## src/rtl/io_pkg.sv

```systemverilog
// rtl/io_pkg.sv - shared types and constants for the IO channel bank
package io_pkg;

    localparam int NUM_CHAN             = 32;
    localparam int OUT_CHANNELS_DEFAULT = 16;
    localparam int SEL_W                = 5;
    localparam int DATA_W               = 15;

    typedef logic [SEL_W-1:0]  chan_sel_t;
    typedef logic [DATA_W-1:0] io_word_t;

    // One queued output-channel write as seen by the peripherals
    typedef struct packed {
        chan_sel_t sel;
        io_word_t  data;
    } io_event_t;

endpackage

```

## src/rtl/io_event_fifo.sv

```systemverilog
// rtl/io_event_fifo.sv - synchronous event FIFO with sticky drop flag
module io_event_fifo
    import io_pkg::*;
#(
    parameter int DEPTH = 4
) (
    input  logic      clock,
    input  logic      rst_l,
    input  logic      push,
    input  io_event_t push_data,
    input  logic      pop,
    output io_event_t head,
    output logic      empty,
    output logic      overflow
);

    localparam int PTR_W = $clog2(DEPTH);
    localparam int CNT_W = PTR_W + 1;

    io_event_t        mem [DEPTH];
    logic [PTR_W-1:0] wr_ptr;
    logic [PTR_W-1:0] rd_ptr;
    logic [CNT_W-1:0] count;
    logic             full;
    logic             pop_eff;
    logic             push_eff;
    logic             overflow_q;

    assign full     = (count == CNT_W'(DEPTH));
    assign empty    = (count == '0);
    // A pop frees a slot in the same cycle, so push into a full queue succeeds when paired with a pop
    assign pop_eff  = pop && !empty;
    assign push_eff = push && (!full || pop_eff);
    // Head is forced to zero when empty so stale storage never leaks onto the event port
    assign head     = empty ? '0 : mem[rd_ptr];
    assign overflow = overflow_q;

    // Pointer, occupancy and drop-flag state; pointers wrap naturally since DEPTH is a power of two
    always_ff @(posedge clock or negedge rst_l) begin
        if (!rst_l) begin
            wr_ptr     <= '0;
            rd_ptr     <= '0;
            count      <= '0;
            overflow_q <= 1'b0;
        end else begin
            if (push_eff) begin
                wr_ptr <= wr_ptr + PTR_W'(1);
            end
            if (pop_eff) begin
                rd_ptr <= rd_ptr + PTR_W'(1);
            end
            case ({push_eff, pop_eff})
                2'b10:   count <= count + CNT_W'(1);
                2'b01:   count <= count - CNT_W'(1);
                default: count <= count;
            endcase
            if (push && full && !pop_eff) begin
                overflow_q <= 1'b1;
            end
        end
    end

    // Event storage; contents are only observable through head while occupied
    always_ff @(posedge clock) begin
        if (push_eff) begin
            mem[wr_ptr] <= push_data;
        end
    end

endmodule

```

## src/rtl/io_channel_bank.sv

```systemverilog
// rtl/io_channel_bank.sv - 32-channel IO register bank with output event queue (optional IO_CHAN_INTERRUPT_EN)
module io_channel_bank
    import io_pkg::*;
#(
    parameter int OUT_CHANNELS = OUT_CHANNELS_DEFAULT,
    parameter int FIFO_DEPTH   = 4
) (
    input  logic      clock,
    input  logic      rst_l,
    input  logic      IO_write_en,
    input  chan_sel_t IO_write_sel,
    input  io_word_t  IO_write_data,
    input  chan_sel_t IO_read_sel,
    output io_word_t  IO_read_data,
    input  logic      ext_in_valid,
    input  chan_sel_t ext_in_sel,
    input  io_word_t  ext_in_data,
    output logic      ext_in_ready,
    output logic      ext_out_valid,
    input  logic      ext_out_ready,
    output chan_sel_t ext_out_sel,
    output io_word_t  ext_out_data,
`ifdef IO_CHAN_INTERRUPT_EN
    output logic      irq,
    input  logic      irq_ack,
    input  chan_sel_t irq_ack_sel,
`endif
    output logic      overflow,
    output logic      bad_write
);

    io_word_t  chan_q [NUM_CHAN];
    logic      core_legal;
    logic      ext_legal;
    logic      bad_now;
    logic      bad_write_q;
    logic      fifo_empty;
    io_event_t fifo_head;
    io_event_t push_event;

    // Core owns the low channels, peripherals own the rest
    assign core_legal   = IO_write_en && (int'(IO_write_sel) < OUT_CHANNELS);
    assign ext_legal    = ext_in_valid && (int'(ext_in_sel) >= OUT_CHANNELS);
    assign bad_now      = (IO_write_en && !core_legal) || (ext_in_valid && !ext_legal);
    assign ext_in_ready = 1'b1;
    assign bad_write    = bad_write_q;

    assign push_event.sel  = IO_write_sel;
    assign push_event.data = IO_write_data;

    // Channel registers; the two writers cover disjoint ranges so both may land on one edge
    always_ff @(posedge clock or negedge rst_l) begin
        if (!rst_l) begin
            for (int i = 0; i < NUM_CHAN; i++) begin
                chan_q[i] <= '0;
            end
        end else begin
            if (core_legal) begin
                chan_q[IO_write_sel] <= IO_write_data;
            end
            if (ext_legal) begin
                chan_q[ext_in_sel] <= ext_in_data;
            end
        end
    end

    // Sticky record of any write aimed outside its writer's range
    always_ff @(posedge clock or negedge rst_l) begin
        if (!rst_l) begin
            bad_write_q <= 1'b0;
        end else if (bad_now) begin
            bad_write_q <= 1'b1;
        end
    end

    // Decode-stage read with same-cycle write bypass, Core write checked first
    always_comb begin
        IO_read_data = chan_q[IO_read_sel];
        if (core_legal && (IO_write_sel == IO_read_sel)) begin
            IO_read_data = IO_write_data;
        end else if (ext_legal && (ext_in_sel == IO_read_sel)) begin
            IO_read_data = ext_in_data;
        end
    end

    io_event_fifo #(
        .DEPTH (FIFO_DEPTH)
    ) u_event_fifo (
        .clock     (clock),
        .rst_l     (rst_l),
        .push      (core_legal),
        .push_data (push_event),
        .pop       (ext_out_ready),
        .head      (fifo_head),
        .empty     (fifo_empty),
        .overflow  (overflow)
    );

    assign ext_out_valid = !fifo_empty;
    assign ext_out_sel   = fifo_head.sel;
    assign ext_out_data  = fifo_head.data;

`ifdef IO_CHAN_INTERRUPT_EN
    logic [NUM_CHAN-1:0] pending_q;
    logic [NUM_CHAN-1:0] set_mask;
    logic [NUM_CHAN-1:0] ack_mask;

    // A peripheral write raises pending only when it actually changes the stored value
    always_comb begin
        set_mask = '0;
        ack_mask = '0;
        if (ext_legal && (ext_in_data != chan_q[ext_in_sel])) begin
            set_mask[ext_in_sel] = 1'b1;
        end
        if (irq_ack) begin
            ack_mask[irq_ack_sel] = 1'b1;
        end
    end

    // Pending bits; a set in the same cycle as its acknowledge wins
    always_ff @(posedge clock or negedge rst_l) begin
        if (!rst_l) begin
            pending_q <= '0;
        end else begin
            pending_q <= (pending_q & ~ack_mask) | set_mask;
        end
    end

    assign irq = |pending_q;
`endif

endmodule

```

## config.mk

```make
export PLATFORM = sky130hd
export DESIGN_NAME = io_channel_bank
export DESIGN_NICKNAME = d
export VERILOG_FILES = /design/src/rtl/io_pkg.sv /design/src/rtl/io_event_fifo.sv /design/src/rtl/io_channel_bank.sv
export SDC_FILE = /design/constraint.sdc
export NUM_CORES = 1
export LEC_CHECK = 0
export ABC_AREA = 1
export BUFFER_PORTS_ARGS = -buffer_cell sky130_fd_sc_hd__buf_2
export CORE_MARGIN = 5
export CORE_UTILIZATION = 30
export DETAILED_ROUTE_END_ITERATION = 8
export GPL_TIMING_DRIVEN = 0
export SLEW_MARGIN = 20
export SYNTH_ARGS = -nofsm -noshare
export SYNTH_HDL_FRONTEND = slang
export SYNTH_SLANG_ARGS = --single-unit
export TNS_END_PERCENT = 20
```

## constraint.sdc

```tcl
create_clock -name clock -period 2.45 [get_ports clock]
set_input_delay 0.1225 -clock clock [delete_from_list [all_inputs] [get_ports clock]]
set_output_delay 0.1225 -clock clock [all_outputs]
set_load 0.05 [all_outputs]
```

==> summary.md, run 1 <==
| Metric | Value |
|---|---|
| Vias | 24700 |
| Max IR drop VDD | 0.000512 V |
| Worst Path Required | 2.33 ns |
| Syn Std Cell Area | 27000 um2 |
| Clock Path Buffers | 3 |
| Worst-Margin Slew | 0.944 ns |
| DRT iter0 DRCs | 2985 |
| # Max-Cap Violations | 0 |
| Minimum hold slack | 0.0451 ns |
| Die area | 96000 um2 |
| Clock power share | 34.3% |
| Reg power frac | 42.1% |
| Most frequent cells in the layout | nand2_1, o21ai_0, dfrtp_1 |
| Critical Path End Type | output pin |
| Power Internal | 18.0 mW |
| Register area share after synthesis | 54.3% |
| Storage element area | 14600 um2 |
| Normalized max-slew margin | 37.1% |
| FF-to-FF End | u_event_fifo.mem[0][11] |
| Worst-path clk slew | 0.06 ns |
| IO Port Bufs | 84 |
| GRT Total Usage | 21.2% |
| Number of cells on the worst reg-to-reg path | 5 |
| Clock Latency Late Sink | 0.63 ns |
| Critical Path AT | 2.38 ns |
| Root buf cell | clkbuf_16 |
| Hold Path Depth | 4 |
| Final period util | 102% |
| Multi-input logic area | 10400 um2 |
| Die height | 310 um |
| Final nets | 3726 |
| Switching share of power | 33.6% |
| Worst min-delay path class | input port to flop |
| Routability cong. | 0.976 |
| Peak Freq | 0.400 GHz |
| # clock sinks | 569 |
| Hpwl dp | 74.0 mm |
| Layout cells sized above 1 | 9.65% |
| Startpoint Class | flop |
| Post-Syn Area per Cell | 7.75 um2 |
| Status | finished, violations left |
| Yosys cell types | 30 |
| Final hold violation count | 0 |
| Fin worst setup slack | -0.0515 ns |
| Cell area after placement | 29100 um2 |
| DIE WIDTH | 310 um |
| Starting Density | 30.1% |
| Global-route wire length before repair | 153 mm |
| Commonest non-fill, non-tap cell in the layout | nand2_1 |
| Post-Place Worst Slack | -0.827 ns |
| DR pass1 iterations | 6 |
| WHS Endpoint | u_event_fifo.overflow |
| Vias in the first global route | 23500 |
| Top Ports | 89 |
| Drt drc | 0 |
| Failing checks | negative setup slack |
| Post-route cell area | 32000 um2 |
| PwrDens | 847 nW/um2 |
| Worst Min Path Start | IO_write_en |
| DR WL/cell | 21.2 um |
| Max-slew violations | 0 |
| Synth warn | 0 |
| Final wirelength | 104 mm |
| Largest net degree at the start of global routing | 88 |
| Area growth from synthesis to layout | 18.5% |
| Routed Antenna Nets | 0 |
| Switch Pwr | 9.10 mW |
| Worst Clk Skew | 0.00673 ns |
| CTS tree | yes |
| Syn nets | 3535 |
| Worst Path Class, Setup | flop to output pin |
| Setup TNS Final | -0.101 ns |
| # fillers | 9437 |
| Row count | 110 |
| Combinational share of power | 23.6% |
| RR Startpoint | u_event_fifo.count[2] |
| RSZ-0062 raised after global routing | yes |
| Leak pwr | 15.0 nW |
| Total Power | 27.1 mW |
| Final Setup Violations | 3 |
| Via density per instance | 5.03 |
| Htree depth | 2 |
| Grt ovf | 0 |
| R2R setup slack | 0.32 ns |
| Number of buffers created by CTS | 60 |
| Post-Syn Instances | 3480 |
| Maximum net fanout on the critical path | 2 |
| Initial antenna violation count | 3 |
| Post-layout min period | 2.50 ns |
| Synth Register Bits | 569 |
| Core Area | 89600 um2 |
cell usage after synthesis:
| library cell | instances | area (um2) |
|---|---|---|
| ha_1 | 4 | 50.1 |
| inv_1 | 329 | 1230 |
| conb_1 | 1 | 3.75 |
| buf_4 | 8 | 60.1 |
| edfxtp_1 | 80 | 2400 |
| nand2_2 | 1 | 6.26 |
| o21ai_1 | 6 | 30.0 |
| a21oi_1 | 43 | 215 |
| buf_6 | 2 | 22.5 |
| dfrtp_1 | 489 | 12200 |
| nor2_1 | 183 | 687 |
| or2_2 | 3 | 18.8 |
| buf_2 | 56 | 280 |
| buf_1 | 23 | 86.3 |
| nand4_1 | 1 | 6.26 |
| nor2_4 | 1 | 11.3 |
| nand3_1 | 313 | 1570 |
| a31o_2 | 1 | 8.76 |
| fa_1 | 1 | 20.0 |
| nor3_2 | 1 | 10.0 |
| nor4_4 | 1 | 21.3 |
| nor3_1 | 16 | 80.1 |
| nand2_1 | 1209 | 4540 |
| clkbuf_1 | 156 | 586 |
| xor2_1 | 9 | 78.8 |
| xnor2_1 | 1 | 8.76 |
| o21ai_0 | 536 | 2680 |
| a221o_2 | 1 | 11.3 |
| inv_2 | 4 | 15.0 |
| clkinv_1 | 1 | 3.75 |
registers in the layout, summed over array words and instances, names as in the netlist:
| register | count |
|---|---|
| u_event_fifo.wr_ptr | 2 |
| bad_write | 1 |
| u_event_fifo.count | 3 |
| u_event_fifo.overflow | 1 |
| u_event_fifo.mem | 80 |
| u_event_fifo.rd_ptr | 2 |
| chan_q | 480 |
stage by stage:
step                      util (%)  instances
final                         35.7       4899
after global routing          35.7       4896
after CTS                     35.5       4897
after detailed placement      32.5       4746
after global placement        32.2       4740
after floorplan                  -       3480
repair_timing:
action	CTS	global route
hold endpoints to repair	525	0
pin swaps	7	13
buffers inserted	0	0
endpoints found under the setup margin	35	33
hold buffers	40	0
resized for setup	109	56
worst max path at each step:
stage / start / end / slack, ns / cells after the start
2_1_floorplan: u_event_fifo.count[2] / u_event_fifo.mem[0][0] / 0.30 / 5
3_3_place_gp: rst_l / u_event_fifo.rd_ptr[1] / -9.39 / 1
3_5_place_dp: IO_read_sel[1] / IO_read_data[3] / -0.83 / 11
4_1_cts: chan_q[126] / IO_read_data[6] / -0.04 / 9
5_1_grt: chan_q[258] / IO_read_data[3] / -0.07 / 9
6_report: chan_q[199] / IO_read_data[4] / -0.05 / 9
cells by family after synthesis:
| group | after synthesis | share of synthesized area [%] |
|---|---|---|
| adder cells (fa/ha/maj) | 5 | 0.260 |
| XOR/XNOR | 10 | 0.325 |
| flip-flops | 569 | 54.3 |
| other | 1 | 0.0139 |
| AND/OR/NAND/NOR | 1729 | 25.7 |
| AO/OA/AOI/OAI | 587 | 10.9 |
| buffers and inverters | 579 | 8.48 |
worst max-delay path, cell delays in order, from the launching register on:
cell     delay [ns]
dfrtp_1        0.32
inv_1          0.05
o21ai_1        0.22
nand2_1        0.10
nand3_1        0.08
nand3_1        0.18
nand3_2        0.16
nand3_1        0.16
a21oi_2        0.28
buf_6          0.20
layout make-up:
type | count | area share, %
Tap cell | 1176 | 4.60
Timing Repair Buffer | 130 | 3.44
Inverter | 334 | 3.93
Sequential cell | 569 | 45.8
Clock buffer | 95 | 5.64
Multi-Input combinational cell | 2332 | 32.5
Clock inverter | 16 | 0.575
Antenna cell | 3 | 0.0235
Buffer | 244 | 3.49
metal layers:
layer / vias up / wire, um / GRT usage, %
li1: 11400 / - / -
met1: 12000 / 44100 / 29.4
met2: 1074 / 45900 / 32.7
met3: 218 / 8920 / 3.96
met4: 2 / 4810 / 8.82
met5: - / 9 / 0
power groups by stage:
stage | Sequential, mW | Combinational [mW] | Clock (mW)
6_report | 11.4 | 6.40 | 9.28
5_1_grt | 11.5 | 7.03 | 9.79
4_1_cts | 11.4 | 6.33 | 9.38
3_5_place_dp | 11.5 | 6.13 | 0
3_3_place_gp | 11.5 | 5.98 | 0
2_1_floorplan | 11.4 | 4.05 | 0
Note: power is estimated with default switching activity, not from simulation.
==> inputs of run 2 (changes only) <==
Settings changed: CORE_UTILIZATION 30 to 40, GPL_ROUTABILITY_DRIVEN set to 0, PLACE_DENSITY set to 0.54.
==> summary.md, run 2 (synthesized netlist as in run 1, its figures left out) <==
| Metric | Value |
|---|---|
| Drt drc | 0 (unchanged) |
| Slowest cell delay on critical path | 0.38 ns (was 0.32 ns) |
| Via density per instance | 5.34 (was 5.03) |
| Clock Path Buffers | 3 (unchanged) |
| Max-slew violations | 0 (unchanged) |
| RSZ-0062 raised after global routing | yes (unchanged) |
| Cell Chain, Critical Path | buf_2, clkinv_2, clkbuf_2, nand3_1, nand3_1, nand3_1, nand3_1, a21oi_2, buf_6 (was inv_1, o21ai_1, nand2_1, nand3_1, nand3_1, nand3_2, nand3_1, a21oi_2, buf_6) |
| FF-to-FF End | u_event_fifo.mem[2][12] (was u_event_fifo.mem[0][11]) |
| Core Area | 67000 um2 (was 89600 um2) |
| Leak pwr | 15.1 nW (was 15.0 nW) |
| Top reg by flops | chan_q (unchanged) |
| Cell mode on critical path | nand3_1 (unchanged) |
| R2R setup slack | 0.22 ns (was 0.32 ns) |
| Worst-path clk slew | 0.06 ns (about the same) |
| Initial antenna violation count | 2 (was 3) |
| Worst-Margin Slew | 0.948 ns (was 0.944 ns) |
| Regs by FF count | chan_q: 480 flops, u_event_fifo.mem: 80 flops, u_event_fifo.count: 3 flops (unchanged) |
| Multi-input logic area | 10300 um2 (was 10400 um2) |
| Peak Freq | 0.388 GHz (was 0.400 GHz) |
| Routed Antenna Nets | 0 (unchanged) |
| Critical Path End Type | output pin (unchanged) |
| # fillers | 6880 (was 9437) |
| Largest net degree at the start of global routing | 93 (was 88) |
| # Max-Cap Violations | 0 (unchanged) |
| Normalized max-slew margin | 36.8% (was 37.1%) |
| Critical path's slowest cell | buf_2 (was dfrtp_1) |
| Die area | 72700 um2 (was 96000 um2) |
| Worst Clk Skew | 0.00754 ns (was 0.00673 ns) |
| Worst Path Required | 2.33 ns (about the same) |
| Starting Density | 40.2% (was 30.1%) |
| Startpoint Class | input port (was flop) |
| Final wirelength | 104 mm (about the same) |
| Total Power | 27.8 mW (was 27.1 mW) |
| Row count | 95 (was 110) |
| GRT Total Usage | 27.8% (was 21.2%) |
| Antenna cells | 0 (was 3) |
| Final nets | 3738 (was 3726) |
| Fin worst setup slack | -0.128 ns (was -0.0515 ns) |
| Most frequent cells in the layout | nand2_1, o21ai_0, dfrtp_1 (unchanged) |
| Final period util | 105% (was 102%) |
| Htree depth | 3 (was 2) |
| Vias in the first global route | 23100 (was 23500) |
| CTS tree | yes (unchanged) |
| Grt ovf | 0 (unchanged) |
| Cell depth of the worst setup path | 9 (unchanged) |
| Clock Latency Late Sink | 0.62 ns (was 0.63 ns) |
| Vias | 24600 (was 24700) |
| Commonest non-fill, non-tap cell in the layout | nand2_1 (unchanged) |
| Final hold violation count | 0 (unchanged) |
| Final Setup Violations | 5 (was 3) |
| DR pass1 iterations | 6 (unchanged) |
| DRT iter0 DRCs | 2768 (was 2985) |
| Layout cells sized above 1 | 9.96% (was 9.65%) |
| Worst min-delay path class | input port to async pin (was input port to flop) |
| Post-layout min period | 2.58 ns (was 2.50 ns) |
| Max IR drop VDD | 0.000548 V (was 0.000512 V) |
| Failing checks | negative setup slack (unchanged) |
| Die height | 270 um (was 310 um) |
| Status | finished, violations left (unchanged) |
| Area growth from synthesis to layout | 18.0% (was 18.5%) |
| Root buf cell | clkbuf_16 (unchanged) |
| Storage element area | 14600 um2 (unchanged) |
| Number of buffers created by CTS | 68 (was 60) |
| RR Startpoint | u_event_fifo.count[2] (unchanged) |
| Global-route wire length before repair | 152 mm (was 153 mm) |
| # clock sinks | 569 (unchanged) |
| Worst Path Class, Setup | input port to output pin (was flop to output pin) |
| PwrDens | 874 nW/um2 (was 847 nW/um2) |
| Max reg flops | 480 (unchanged) |
| Cell family with most CP delay | buffers and inverters (was simple AND/OR/NAND/NOR gates) |
| Critical Path AT | 2.46 ns (was 2.38 ns) |
| DIE WIDTH | 270 um (was 310 um) |
| DR WL/cell | 22.5 um (was 21.2 um) |
| Maximum net fanout on the critical path | 10 (was 2) |
| Final core utilization | 47.5% (was 35.7%) |
| Top Ports | 89 (unchanged) |
| Buf+Inv Stages, Crit Path | 4 (was 2) |
| Number of cells on the worst reg-to-reg path | 6 (was 5) |
| IO Port Bufs | 84 (unchanged) |
| Hpwl dp | 73.3 mm (was 74.0 mm) |
-- run 2: cell count changes in the layout (fill, tap and decap cells not counted), moves of 4 or more --
cell	change
nand3_2	-4
inv_6	+4
a21oi_4	-4
o21ai_1	-5
buf_2	-13
o21ai_0	+6
nand3_1	+4
clkbuf_16	+11
buf_4	+4
clkbuf_4	+8
clkbuf_8	-6
buf_6	+6
-- run 2: area by class of cell --
cell class / instances / area share (%)
clock buffers: 102 / 6.29
plain buffers: 244 / 3.67
repair buffers: 134 / 3.65
inverters: 334 / 3.94
flip-flops and latches: 569 / 46.0
multi-input cells: 2332 / 32.5
well taps: 873 / 3.43
clock inverters: 21 / 0.597
-- run 2: worst reg2reg max path, stage by stage, from the launching register on --
cell and delay, ns:
dfrtp_1 0.36, inv_1 0.10, nor2_1 0.07, a21oi_1 0.33, inv_1 0.24, nor2_2 0.60
buf_6 0.25
-- run 2: per-layer routing --
| metal | wire, um | global-route usage, % |
|---|---|---|
| met5 | 25 | 0 |
| met4 | 4710 | 11.2 |
| met1 | 45200 | 39.2 |
| met2 | 45000 | 41.8 |
| met3 | 8750 | 6.24 |
-- run 2: worst max path at each step --
stage,start,to,slack [ns]
finish,IO_read_sel[2],IO_read_data[12],-0.13
global placement,rst_l,u_event_fifo.count[0],-9.47
floorplan,u_event_fifo.count[2],u_event_fifo.mem[0][0],0.30
detailed placement,IO_read_sel[1],IO_read_data[10],-0.65
global route,IO_read_sel[0],IO_read_data[1],-0.04
CTS,chan_q[265],IO_read_data[10],-0.03
-- run 2: per-stage QoR --
| stage | std cells | setup TNS (ns) | setup WS (ns) | hold WS [ns] | area (um2) |
|---|---|---|---|---|---|
| finish | 4609 | -0.240 | -0.128 | 0.0932 | 31900 |
| global route | 4609 | -0.102 | -0.0381 | 0.0873 | 31900 |
| CTS | 4609 | -0.0600 | -0.0273 | 0.0650 | 31600 |
| detailed placement | 4446 | -8.84 | -0.646 | 0.0198 | 28700 |
| global placement | 4437 | -4673.89 | -9.47 | 0.382 | 28500 |
| floorplan | 3480 | 0 | 0.299 | -0.173 | 27000 |
-- run 2: where the power goes --
part,switching (mW),internal (mW),total [mW]
Sequential,0.580,10.8,11.4
Clock,4.21,5.89,10.1
Combinational,4.50,1.82,6.32
Total,9.29,18.5,27.8
-- run 2: timing repair --
action,4_1_cts,5_1_grt
endpoints found under the hold margin,330,0
buffers inserted,0,1
resized for setup,94,77
endpoints found under the setup margin,35,34
hold buffers,40,0
pin swaps,2,14
==> inputs of run 3 (changes only) <==
Settings changed: CORE_ASPECT_RATIO set to 1.4.
==> summary.md, run 3 (synthesized netlist as in run 1, its figures left out) <==
| Metric | Value |
|---|---|
| GRT Total Usage | 27.8% (about the same) |
| Commonest non-fill, non-tap cell in the layout | nand2_1 (unchanged) |
| CTS tree | yes (unchanged) |
| Worst Clk Skew | 0.0140 ns (was 0.00754 ns) |
| Via density per instance | 5.28 (was 5.34) |
| Die area | 72800 um2 (was 72700 um2) |
| Drt drc | 0 (unchanged) |
| IO Port Bufs | 84 (unchanged) |
| Root buf cell | clkbuf_16 (unchanged) |
| Peak Freq | 0.399 GHz (was 0.388 GHz) |
| Top reg by flops | chan_q (unchanged) |
| Grt ovf | 0 (unchanged) |
| Post-Place Worst Slack | -0.703 ns (was -0.646 ns) |
| Minimum hold slack | 0.0348 ns (was 0.0932 ns) |
| Routed Antenna Nets | 0 (unchanged) |
| Global-route wire length before repair | 152 mm (about the same) |
| DR pass1 iterations | 6 (unchanged) |
| Cell Chain, Critical Path | buf_2, buf_2, clkbuf_1, nand2_1, nand3_1, nand3_1, nand3_1, nand3_1, a21oi_2, buf_6 (was buf_2, clkinv_2, clkbuf_2, nand3_1, nand3_1, nand3_1, nand3_1, a21oi_2, buf_6) |
| Initial antenna violation count | 1 (was 2) |
| Worst-Margin Slew | 1.01 ns (was 0.948 ns) |
| Normalized max-slew margin | 32.3% (was 36.8%) |
| Worst-path clk slew | 0.06 ns (about the same) |
| Worst Path Class, Setup | input port to output pin (unchanged) |
| Number of buffers created by CTS | 59 (was 68) |
| Leak pwr | 15.0 nW (was 15.1 nW) |
| Vias | 24200 (was 24600) |
| Cell family with most CP delay | buffers and inverters (unchanged) |
| Critical Path End Type | output pin (unchanged) |
| Max IR drop VDD | 0.000524 V (was 0.000548 V) |
| # clock sinks | 569 (unchanged) |
| Max-slew violations | 0 (unchanged) |
| Layout cells sized above 1 | 9.70% (was 9.96%) |
| Maximum net fanout on the critical path | 10 (unchanged) |
| Multi-input logic area | 10300 um2 (about the same) |
| Most frequent cells in the layout | nand2_1, o21ai_0, dfrtp_1 (unchanged) |
| Postcts setup bufs | 0 (unchanged) |
| Slowest cell delay on critical path | 0.52 ns (was 0.38 ns) |
| Status | finished, violations left (unchanged) |
| # Max-Cap Violations | 0 (unchanged) |
| Largest net degree at the start of global routing | 93 (unchanged) |
| Critical path's slowest cell | clkbuf_1 (was buf_2) |
| R2R setup slack | 0.35 ns (was 0.22 ns) |
| Clock Path Buffers | 3 (unchanged) |
| Total Power | 27.3 mW (was 27.8 mW) |
| PwrDens | 863 nW/um2 (was 874 nW/um2) |
| Row count | 112 (was 95) |
| Htree depth | 2 (was 3) |
| Final wirelength | 103 mm (was 104 mm) |
| Starting Density | 40.4% (was 40.2%) |
| Final hold violation count | 0 (unchanged) |
| Vias in the first global route | 23300 (was 23100) |
| RSZ-0062 raised after global routing | yes (unchanged) |
| Failing checks | negative setup slack (unchanged) |
| Clock Latency Late Sink | 0.63 ns (was 0.62 ns) |
| Final Setup Violations | 8 (was 5) |
| Max reg flops | 480 (unchanged) |
| Area growth from synthesis to layout | 17.2% (was 18.0%) |
| DRT iter0 DRCs | 2532 (was 2768) |
| # fillers | 6937 (was 6880) |
| Final period util | 102% (was 105%) |
| Buf+Inv Stages, Crit Path | 4 (unchanged) |
| Die height | 317 um (was 270 um) |
| Fin worst setup slack | -0.0560 ns (was -0.128 ns) |
| Worst Path Required | 2.33 ns (about the same) |
| Hpwl dp | 74.7 mm (was 73.3 mm) |
| Regs by FF count | chan_q: 480 flops, u_event_fifo.mem: 80 flops, u_event_fifo.count: 3 flops (unchanged) |
| Core Area | 66800 um2 (was 67000 um2) |
| DIE WIDTH | 230 um (was 270 um) |
| Top Ports | 89 (unchanged) |
| Startpoint Class | input port (unchanged) |
| Final nets | 3727 (was 3738) |
| Storage element area | 14600 um2 (unchanged) |
| Critical Path AT | 2.38 ns (was 2.46 ns) |
| DR WL/cell | 22.6 um (was 22.5 um) |
| Cell mode on critical path | nand3_1 (unchanged) |
| Setup TNS Final | -0.194 ns (was -0.240 ns) |
| Post-layout min period | 2.51 ns (was 2.58 ns) |
| Worst min-delay path class | input port to async pin (unchanged) |
## run 3: changes by cell type in the layout (fill, tap and decap cells not counted), moves of 3 or more
| cell | before | now |
|---|---|---|
| clkbuf_4 | 19 | 11 |
| clkbuf_8 | 11 | 20 |
| buf_2 | 107 | 117 |
| clkinvlp_4 | 4 | 1 |
| clkbuf_16 | 71 | 61 |
| clkbuf_1 | 147 | 141 |
| inv_6 | 4 | 0 |
| clkbuf_2 | 25 | 21 |
| bufinv_16 | 2 | 5 |
## run 3: final timing paths
path,from,end,depth (start not counted)
setup / recovery,IO_read_sel[1],IO_read_data[14],10
hold / removal,rst_l,chan_q[385],2
setup reg to reg,u_event_fifo.count[0],u_event_fifo.count[2],11
hold reg to reg,chan_q[247],chan_q[247],2
max in group asynchronous,rst_l,chan_q[28],4
min in group clock,ext_in_data[1],chan_q[196],3
## run 3: timing repair
item / CTS / global route
hold buffers: 39 / 0
setup endpoints to repair: 35 / 35
gates resized for setup: 106 / 58
pin swaps: 1 / 4
hold endpoints to repair: 470 / 0
## run 3: final cells by class
class	count	area share, %
sequential	569	46.3
multi-input combinational	2332	32.7
clock buffer	94	5.87
inverter	334	3.97
buffer	244	3.64
timing repair buffer	132	3.49
tap	855	3.38
clock inverter	15	0.645
antenna	1	0.00792
## run 3: power breakdown
group / switching (mW) / leakage, nW / internal (mW) / total [mW]
sequential: 0.578 / 6.92 / 10.8 / 11.4
clock: 3.98 / 1.02 / 5.68 / 9.66
combinational: 4.42 / 7.09 / 1.79 / 6.22
total: 8.98 / 15.0 / 18.3 / 27.3
## run 3: metrics by stage
stage / cell area [um2] / utilization (%) / instances
after floorplan: 27000 / - / 3480
after global placement: 28500 / 42.6 / 4419
after detailed placement: 28700 / 42.9 / 4428
after CTS: 31400 / 47.0 / 4576
after global routing: 31600 / 47.3 / 4575
final: 31600 / 47.3 / 4576
## run 3: worst reg2reg max path, stage by stage, from the launching register on
cell and delay (ns):
dfrtp_1 0.38, nor2_1 0.09, nand2_1 0.09, inv_1 0.09, nor2_1 0.33, inv_1 0.10, nor2_1 0.12, inv_1 0.08
fa_1 0.35, inv_1 0.07, o21ai_0 0.12, xor2_1 0.16
## run 3: metal layers
layer	share of wire, %	GRT usage (%)	up-vias
met3	6.3	4.60	238
met4	5.0	12.3	0
li1	-	-	11400
met1	40	34.4	11600
met2	49	48.2	891
met5	0	0	-
